===== src/rtl/dro_pulse_framer.sv =====
// rtl/dro_pulse_framer.sv - toggle-to-pulse capture, frame packing and per-lane pulse counting for DRO outputs
module dro_pulse_framer #(
    parameter int LANES = 2,
    parameter int FRAME = 8,
    parameter int CNT_W = 4
) (
    input  logic                     clk,
    input  logic                     rst,
    input  logic [LANES-1:0]         pulse_in,
    input  logic                     en,
    output logic [LANES*FRAME-1:0]   frame_data,
    output logic                     frame_valid,
    input  logic                     frame_ready,
    output logic [LANES*CNT_W-1:0]   pulse_cnt,
    output logic                     overflow
);

    localparam int              BW      = (FRAME > 1) ? $clog2(FRAME) : 1;
    localparam logic [BW-1:0]   LAST    = BW'(FRAME - 1);
    localparam logic [CNT_W-1:0] CNT_MAX = '1;

    typedef enum logic {PAUSE, FILL} mode_e;

    logic [LANES-1:0]       q1_q, q2_q, det_q;
    logic [BW-1:0]          beat_q, beat_d;
    logic [LANES*FRAME-1:0] asm_q, asm_d;
    logic [LANES*FRAME-1:0] data_q, data_d;
    logic                   valid_q, valid_d;
    logic                   ovf_q, ovf_d;
    logic [LANES*CNT_W-1:0] cnt_q, cnt_d;
    mode_e                  mode;
    logic                   complete;

    // Both synchronizer stages load the live input on reset so no edge is seen on release.
    always_ff @(posedge clk) begin
        if (rst) begin
            q1_q    <= pulse_in;
            q2_q    <= pulse_in;
            det_q   <= '0;
            beat_q  <= '0;
            asm_q   <= '0;
            data_q  <= '0;
            valid_q <= 1'b0;
            ovf_q   <= 1'b0;
            cnt_q   <= '0;
        end else begin
            q1_q    <= pulse_in;
            q2_q    <= q1_q;
            det_q   <= q1_q ^ q2_q;
            beat_q  <= beat_d;
            asm_q   <= asm_d;
            data_q  <= data_d;
            valid_q <= valid_d;
            ovf_q   <= ovf_d;
            cnt_q   <= cnt_d;
        end
    end

    always_comb begin
        mode     = en ? FILL : PAUSE;
        beat_d   = beat_q;
        asm_d    = asm_q;
        complete = 1'b0;
        case (mode)
            FILL: begin
                for (int b = 0; b < FRAME; b++) begin
                    if (beat_q == BW'(b)) begin
                        asm_d[b*LANES +: LANES] = det_q;
                    end
                end
                complete = (beat_q == LAST);
                beat_d   = complete ? '0 : beat_q + BW'(1);
            end
            default: begin
            end
        endcase
    end

    // A completed word never overwrites a pending one unless that word is accepted on the same edge.
    always_comb begin
        data_d  = data_q;
        valid_d = valid_q;
        ovf_d   = ovf_q;
        if (complete) begin
            if (!valid_q || frame_ready) begin
                data_d  = asm_d;
                valid_d = 1'b1;
            end else begin
                ovf_d = 1'b1;
            end
        end else if (valid_q && frame_ready) begin
            valid_d = 1'b0;
        end
    end

    always_comb begin
        cnt_d = cnt_q;
        for (int i = 0; i < LANES; i++) begin
            if (det_q[i] && (cnt_q[i*CNT_W +: CNT_W] != CNT_MAX)) begin
                cnt_d[i*CNT_W +: CNT_W] = cnt_q[i*CNT_W +: CNT_W] + CNT_W'(1);
            end
        end
    end

    assign frame_data  = data_q;
    assign frame_valid = valid_q;
    assign pulse_cnt   = cnt_q;
    assign overflow    = ovf_q;

endmodule

===== config.mk =====
export PLATFORM = sky130hd
export DESIGN_NAME = dro_pulse_framer
export DESIGN_NICKNAME = d
export VERILOG_FILES = /design/src/rtl/dro_pulse_framer.sv
export SDC_FILE = /design/constraint.sdc
export NUM_CORES = 1
export LEC_CHECK = 0
export ABC_AREA = 1
export CORE_MARGIN = 5
export CORE_UTILIZATION = 40
export CTS_CLUSTER_SIZE = 16
export DETAILED_ROUTE_END_ITERATION = 6
export HOLD_SLACK_MARGIN = 0.15
export PLACE_DENSITY = 0.68
export SLEW_MARGIN = 10
export SYNTH_ARGS = -nofsm -noshare
export SYNTH_HDL_FRONTEND = slang
export SYNTH_SLANG_ARGS = --single-unit

===== constraint.sdc =====
create_clock -name clk -period 1.65 [get_ports clk]
set_clock_uncertainty 0.1 [all_clocks]
set_input_delay 0.33 -clock clk [delete_from_list [all_inputs] [get_ports clk]]
set_output_delay 0.33 -clock clk [all_outputs]
set_load 0.02 [all_outputs]

==> key figures, run 1 <==
Pwr
  – Switching share of total power: 24.4%
  – Combinational share of power: 9.6%
  – Total Power: 2.16 mW
  – VDD IR max: 405 µV
  – Clk pwr share: 32.7%
  – Psw: 528 µW
  – Seq pwr share: ~58%
  – Pleak: 1.19 nW
  – Power per cell area: ~850 mW/mm²
  – Internal power: 1.64 mW

Logic synthesis
  – Most common cell in the netlist: dfxtp_1
  – Number of synthesized register bits: 49
  – Share of the synthesized area in the top cell type: 48.6%
  – Post-synthesis sequential area ratio: 48.6%
  – Synth unique cells: 21
  – Synth Cell Area: 0.00202 mm²
  – Main area contributors after synthesis: dfxtp_1, nand2_1, nor2_1
  – Async set-reset flop share out of synthesis: 0%
  – Gate Count Post-Synth: about 260
  – Area leader, netlist: dfxtp_1
  – Post-synthesis net count: 269
  – Number of warnings issued by yosys: 0
  – Syn_area_per_cell: 7.92 µm²
  – EDFF count, synth: 0
  – Synth cell count leaders: dfxtp_1, nand2_1, nor2_1, inv_1, o21ai_0
  – Ys flop type: dfxtp_1

Worst setup path
  – Crit path launch type: register
  – Data required, critical path: between 1.5 and 2 ns
  – Crit. End Element: register
  – Crit path DAT: 1.60 ns
  – R2r worst-path depth: 8
  – Reg2reg setup slack: around 0.15 ns
  – Setup Crit Path Kind: register to register
  – CP Max Fanout: 8

STA
  – Final setup fails: 0
  – Slew Viols, Final: 0
  – Post-Route Setup TNS: 0 ns
  – Measured slew at the worst slew-check pin: approximately 0.33 ns
  – Fin crit period: 1.50 ns
  – Rel. slew slack: 78.0%
  – Fmax: roughly 670 MHz
  – Final hold vios: 0
  – Final period util: about nine tenths
  – RSZ-0062 raised after global routing: no

Cells and area
  – Finished Layout Cells: 364
  – Share of cells above drive strength 1: 8.75%
  – Final Util: 52.7%
  – FILL cells: 495
  – Final Instance Area: 0.00254 mm²
  – Nets@finish: 311
  – Antenna diode count: 0
  – Layout area overhead: 25.7%

Detailed routing
  – Vias: 1660
  – Routed Antenna Nets: 0
  – Initial DRC Count: 48
  – Routed vias/inst: 4.56
  – Drt total wl: roughly 3900 µm
  – Detailed-route wire length per cell: 10.6 µm
  – DRT Pass-1 Iters: 4
  – Drt drc: 0

Min path
  – Worst min path class: primary input to register
  – Hold Path Stages: 2

Clock tree
  – Clock net sink count: 49
  – Root buffer cell: clkbuf_8
  – Clock Path Buffers: 2
  – H-tree levels: 2
  – # Post-CTS Setup Buffers: 0
  – Worst-Skew Late Latency: 0.30 ns
  – Cts bufs inserted: 5
  – CTS tree: done
  – Worst-path clk slew: 0.09 ns

GRT
  – Tot GR Track Use: 13.4%
  – Number of global-route vias before repair: 1549
  – Largest net degree at the start of global routing: 23
  – Gr ovfl total: 0
  – First-pass GRT wire length: 6870 µm
  – Initial antenna violation count: 0

Place
  – IO Port Bufs: 31
  – Final HPWL DP: 2710 µm
  – DP Area: approximately 0.0025 mm²
  – Gpl congestion: approximately 0.76
  – Placed insts: 357

Floorplanning
  – Die area: around 0.0066 mm²
  – Chip width: 81.1 µm
  – Die Ht: slightly above 80 µm
  – Core box area: a little under 0.005 mm²
  – Effective utilization at floorplan: 41.9%
  – Ports: 32
  – # rows: 25

Status
  – Status: finished, final reports clean

Flow run
  – Max-cap violation count: 0
[sequential cells by signal, summed over array words and instances, names as in the netlist]
name	count
beat_q	3
q1_q	2
asm_q	14
det_q	2
q2_q	2
overflow	1
pulse_cnt	8
frame_data	16
frame_valid	1
[power by group through the flow]
stage | sequential, mW | clock [mW] | combinational (mW)
floorplan | 1.29 | 0 | 0.120
global placement | 1.28 | 0 | 0.215
detailed placement | 1.28 | 0 | 0.218
CTS | 1.25 | 0.737 | 0.211
global route | 1.26 | 0.786 | 0.239
finish | 1.25 | 0.708 | 0.208
[timing repair]
item	CTS	global route
setup endpoints to repair	26	4
resized for setup	26	3
hold buffers	0	0
cloned	0	0
hold endpoints to repair	0	0
[worst paths after layout]
check                              start                          end
setup / recovery  beat_q[1]$_SDFFE_PP0P_  frame_data[14]$_SDFFE_PP0P_
hold / removal                        en       beat_q[2]$_SDFFE_PP0P_
setup reg to reg  beat_q[1]$_SDFFE_PP0P_  frame_data[14]$_SDFFE_PP0P_
hold reg to reg          q1_q[1]$_DFF_P_              q2_q[1]$_DFF_P_
[per-stage QoR]
step,setup slack [ns],hold WS [ns]
final,0.149,0.354
after global routing,0.000198,0.394
after CTS,0.138,0.370
after detailed placement,-0.167,0.358
after global placement,-0.117,0.349
after floorplan,0.213,0.258
[worst max-delay path, cell delays in order, from the launching register on]
cell,delay (ns)
dfxtp_1,0.34
ha_1,0.21
ha_1,0.22
nand2_4,0.10
nor2_4,0.05
buf_12,0.14
buf_4,0.13
nor2_1,0.08
nor2_1,0.05
[cells in the final DEF, fill, tap and decap left out, types with 2 or more instances in the layout]
master	synthesis	layout
nand3_1	16	16
inv_2	2	2
xor2_1	2	2
clkbuf_8	0	6
o21ai_0	19	18
nor2_1	42	42
nand2_1	42	42
nand4_1	8	8
o21ai_2	2	2
buf_12	0	2
dlygate4sd2_1	0	26
a21oi_1	18	18
buf_4	1	11
xnor2_1	3	3
and2_1	8	8
dfxtp_1	49	49
ha_1	8	8
inv_1	23	23
clkdlybuf4s50_1	0	4
[cell type report]
class	count	area (µm²)	area share, %
timing repair buffer	44	403	15.9
sequential	49	981	38.7
tap	67	83.8	3.30
inverter	25	93.8	3.70
multi-input combinational	172	890	35.1
clock buffer	7	86.3	3.40
[metal layers]
| layer | vias to the layer above | wire length, µm | part of all wire [%] | GRT usage (%) |
|---|---|---|---|---|
| met5 | - | 0 | 0 | 0 |
| met4 | 0 | 65 | 1.7 | 5.07 |
| met3 | 6 | 187 | 4.8 | 4.10 |
| met2 | 30 | 1720 | 44 | 21.7 |
| met1 | 723 | 1900 | 49 | 16.7 |
| li1 | 901 | - | - | - |
[logic make-up after synthesis]
kind of cell,Yosys count,share of synthesized area [%]
simple gates,120,26.5
flops,49,48.6
compound gates,39,10.0
buf+inv,34,7.81
fa+ha+maj,8,4.96
xor+xnor,5,2.17
No activity file was read; power rests on OpenSTA's default activity.
==> run 2: changes to the inputs <==
--- a/config.mk
+++ b/config.mk
@@ -6,7 +6,7 @@
 export NUM_CORES = 1
 export LEC_CHECK = 0
 export ABC_AREA = 1
-export CORE_MARGIN = 5
+export CAP_MARGIN = 10
 export CORE_UTILIZATION = 40
 export CTS_CLUSTER_SIZE = 16
 export DETAILED_ROUTE_END_ITERATION = 6
@@ -16,3 +16,4 @@
 export SYNTH_ARGS = -nofsm -noshare
 export SYNTH_HDL_FRONTEND = slang
 export SYNTH_SLANG_ARGS = --single-unit
+export TNS_END_PERCENT = 10
==> run 2 against run 1 <==
  * Worst setup slack gained 0.0047 ns
  * Sequential power is essentially flat
  * Critical path depth shrank 1
  * Flip-flop and latch count is the same
  * Fmax grew 0.32%
  * Register-to-register slack is essentially flat
  * Power grew 7.8%
  * Clock-buffer cell count shrank 2
  * Sequential share of layout area shrank 0.71 points
  * Via count grew 3.3%
  * Critical path type unchanged
  * Die area shrank 19%
  * Largest power group unchanged
  * Clock power grew 23%
==> key figures, run 2 (same netlist as run 1, synthesis figures left out) <==
Status
  – Status: finished, final reports clean (unchanged)

Place
  – Gpl congestion: 0.756 (was 0.762)
  – Pre-CTS setup slack: -0.143 ns (was -0.167 ns)
  – IO Port Bufs: 31 (unchanged)
  – Final HPWL DP: 2720 µm (was 2710 µm)
  – DP Area: 0.00249 mm² (was 0.00247 mm²)

Floorplanning
  – Die area: 0.00534 mm² (was 0.00657 mm²)
  – Ports: 32 (unchanged)
  – Core box area: 0.00479 mm² (was 0.00482 mm²)
  – Die Ht: 73.1 µm (was 81.1 µm)
  – Chip width: 73.1 µm (was 81.1 µm)
  – # rows: 25 (unchanged)
  – Effective utilization at floorplan: 42.2% (was 41.9%)

Detailed routing
  – Drt drc: 0 (unchanged)
  – Initial DRC Count: 37 (was 48)
  – DRT Pass-1 Iters: 4 (unchanged)
  – Detailed-route wire length per cell: 10.6 µm (about the same)
  – Routed Antenna Nets: 0 (unchanged)
  – Highest metal used: met4 (unchanged)
  – Routed vias/inst: 4.67 (was 4.56)
  – WL met1: 1810 µm (was 1900 µm)
  – Wire length on met3: 161 µm (was 187 µm)
  – Drt total wl: 3880 µm (was 3870 µm)
  – Metal2 WL: 1830 µm (was 1720 µm)
  – Vias: 1715 (was 1660)

Worst setup path
  – Crit path launch type: register (unchanged)
  – Crit path DAT: 1.65 ns (was 1.60 ns)
  – Crit path buf inv count: 1 (was 2)
  – Cell breakdown of the critical path: ha_1, ha_2, nand2_4, nor2_4, buf_4, o21ai_0, nor2_1 (was ha_1, ha_1, nand2_4, nor2_4, buf_12, buf_4, nor2_1, nor2_1)
  – Setup Crit Path Kind: register to register (unchanged)
  – Crit-path slowest cell: dfxtp_1 (unchanged)
  – Critical path's top delay family: adder cells (unchanged)
  – CP Max Fanout: 8 (unchanged)
  – CP max stage delay: 0.37 ns (was 0.34 ns)
  – Crit. End Element: register (unchanged)
  – Data required, critical path: 1.80 ns (was 1.75 ns)

Pwr
  – Combinational share of power: 9.2% (was 9.6%)
  – Clk pwr share: 37.2% (was 32.7%)
  – Internal power: 1.76 mW (was 1.64 mW)
  – Psw: 570 µW (was 528 µW)
  – VDD IR max: 598 µV (was 405 µV)
  – Pleak: 1.20 nW (was 1.19 nW)
  – Power per cell area: 902 mW/mm² (was 853 mW/mm²)
  – Total Power: 2.33 mW (was 2.16 mW)
  – Switching share of total power: 24.4% (about the same)
  – Seq pwr share: 53.5% (was 57.6%)

STA
  – Final hold vios: 0 (unchanged)
  – Rel. slew slack: 78.3% (was 78.0%)
  – Measured slew at the worst slew-check pin: 0.325 ns (was 0.330 ns)
  – Final setup fails: 0 (unchanged)
  – Fin crit period: 1.50 ns (about the same)
  – Final period util: 90.7% (was 91.0%)
  – Post-Route Setup TNS: 0 ns (unchanged)
  – Slew Viols, Final: 0 (unchanged)
  – RSZ-0062 raised after global routing: no (unchanged)
  – Fmax: 668 MHz (was 666 MHz)
  – Worst setup margin: 0.154 ns (was 0.149 ns)

Clock tree
  – Cts bufs inserted: 5 (unchanged)
  – Clock Path Buffers: 2 (unchanged)
  – Worst-path clk slew: 0.09 ns (about the same)
  – Clock net sink count: 49 (unchanged)
  – H-tree levels: 2 (unchanged)
  – CTS tree: done (unchanged)
  – Root buffer cell: clkbuf_8 (unchanged)
  – Worst-Skew Late Latency: 0.31 ns (was 0.30 ns)

GRT
  – Tot GR Track Use: 16.0% (was 13.4%)
  – Number of global-route vias before repair: 1453 (was 1549)
  – First-pass GRT wire length: 6340 µm (was 6870 µm)
  – Largest net degree at the start of global routing: 28 (was 23)
  – Gr ovfl total: 0 (unchanged)
  – Initial antenna violation count: 0 (unchanged)

Cells and area
  – Register area: 981 µm² (unchanged)
  – Share of cells above drive strength 1: 10.7% (was 8.75%)
  – Number of flip-flops in the largest register: 16 (unchanged)
  – Multi-input gate area: 896 µm² (was 890 µm²)
  – Nets@finish: 313 (was 311)
  – Antenna diode count: 0 (unchanged)
  – Most frequent cells in the layout: dfxtp_1, nand2_1, nor2_1 (unchanged)
  – FILL cells: 472 (was 495)
  – Layout area overhead: 28.0% (was 25.7%)
  – Final Util: 54.0% (was 52.7%)
  – Final Instance Area: 0.00258 mm² (was 0.00254 mm²)
  – Commonest non-fill, non-tap cell in the layout: dfxtp_1 (unchanged)

Flow run
  – Max-cap violation count: 0 (unchanged)

Min path
  – Worst min path class: register to register (was primary input to register)
run 2: cell types whose count changed in the layout (fill, tap and decap cells not counted), sizes merged:
cell	before	now
clkbuf	7	5
dlymetal6s2s	1	0
bufinv	0	1
clkinv	0	1
clkdlybuf4s50	4	5
clkinvlp	0	1
buf	13	15
run 2: power groups by stage:
stage	Sequential [mW]	Clock, mW	Combinational, mW
6_report	1.25	0.869	0.216
5_1_grt	1.25	0.940	0.241
4_1_cts	1.25	0.893	0.217
3_5_place_dp	1.28	0	0.224
3_3_place_gp	1.28	0	0.221
2_1_floorplan	1.29	0	0.120
run 2: worst paths after layout:
kind / depth (start not counted) / slack [ns] / end / startpoint
hold reg to reg: 2 / 0.36 / q2_q[0]$_DFF_P_ / q1_q[0]$_DFF_P_
hold / removal: 2 / 0.36 / q2_q[0]$_DFF_P_ / q1_q[0]$_DFF_P_
setup reg to reg: 7 / 0.15 / frame_data[12]$_SDFFE_PP0P_ / beat_q[1]$_SDFFE_PP0P_
setup / recovery: 7 / 0.15 / frame_data[12]$_SDFFE_PP0P_ / beat_q[1]$_SDFFE_PP0P_
run 2: timing repair:
item	4_1_cts	5_1_grt
hold buffers	0	0
gates resized for setup	26	3
hold endpoints to repair	0	0
setup buffers	0	0
endpoints found under the setup margin	26	2
run 2: area by class of cell:
cell class	instances	share of cell area (%)
Sequential cell	49	37.9
Multi-Input combinational cell	172	34.7
Timing Repair Buffer	46	16.1
Inverter	25	3.63
Tap cell	67	3.24
Clock buffer	5	2.66
Clock inverter	3	1.79
run 2: per-stage QoR:
stage,std cells,hold WS (ns)
global route,367,0.373
detailed placement,359,0.351
CTS,367,0.364
global placement,359,0.345
floorplan,255,0.258
finish,367,0.360
run 2: worst reg2reg max path, cell delays in order, from the launching register on:
cell and delay (ns):
dfxtp_1 0.37, ha_1 0.20, ha_2 0.20, nand2_4 0.07, nor2_4 0.14, buf_4 0.16
o21ai_0 0.08, nor2_1 0.11
run 2: per-layer routing:
layer	global-route usage, %	vias up
li1	-	908
met1	18.2	770
met2	26.7	29
met3	5.94	8
met4	7.19	0
met5	0	-
==> run 3: changes to the inputs <==
--- a/config.mk
+++ b/config.mk
@@ -6,7 +6,6 @@
 export NUM_CORES = 1
 export LEC_CHECK = 0
 export ABC_AREA = 1
-export CAP_MARGIN = 10
 export CORE_UTILIZATION = 40
 export CTS_CLUSTER_SIZE = 16
 export DETAILED_ROUTE_END_ITERATION = 6
==> results of run 3 <==
The final DEF is identical to that of run 2; final timing and power are the same.
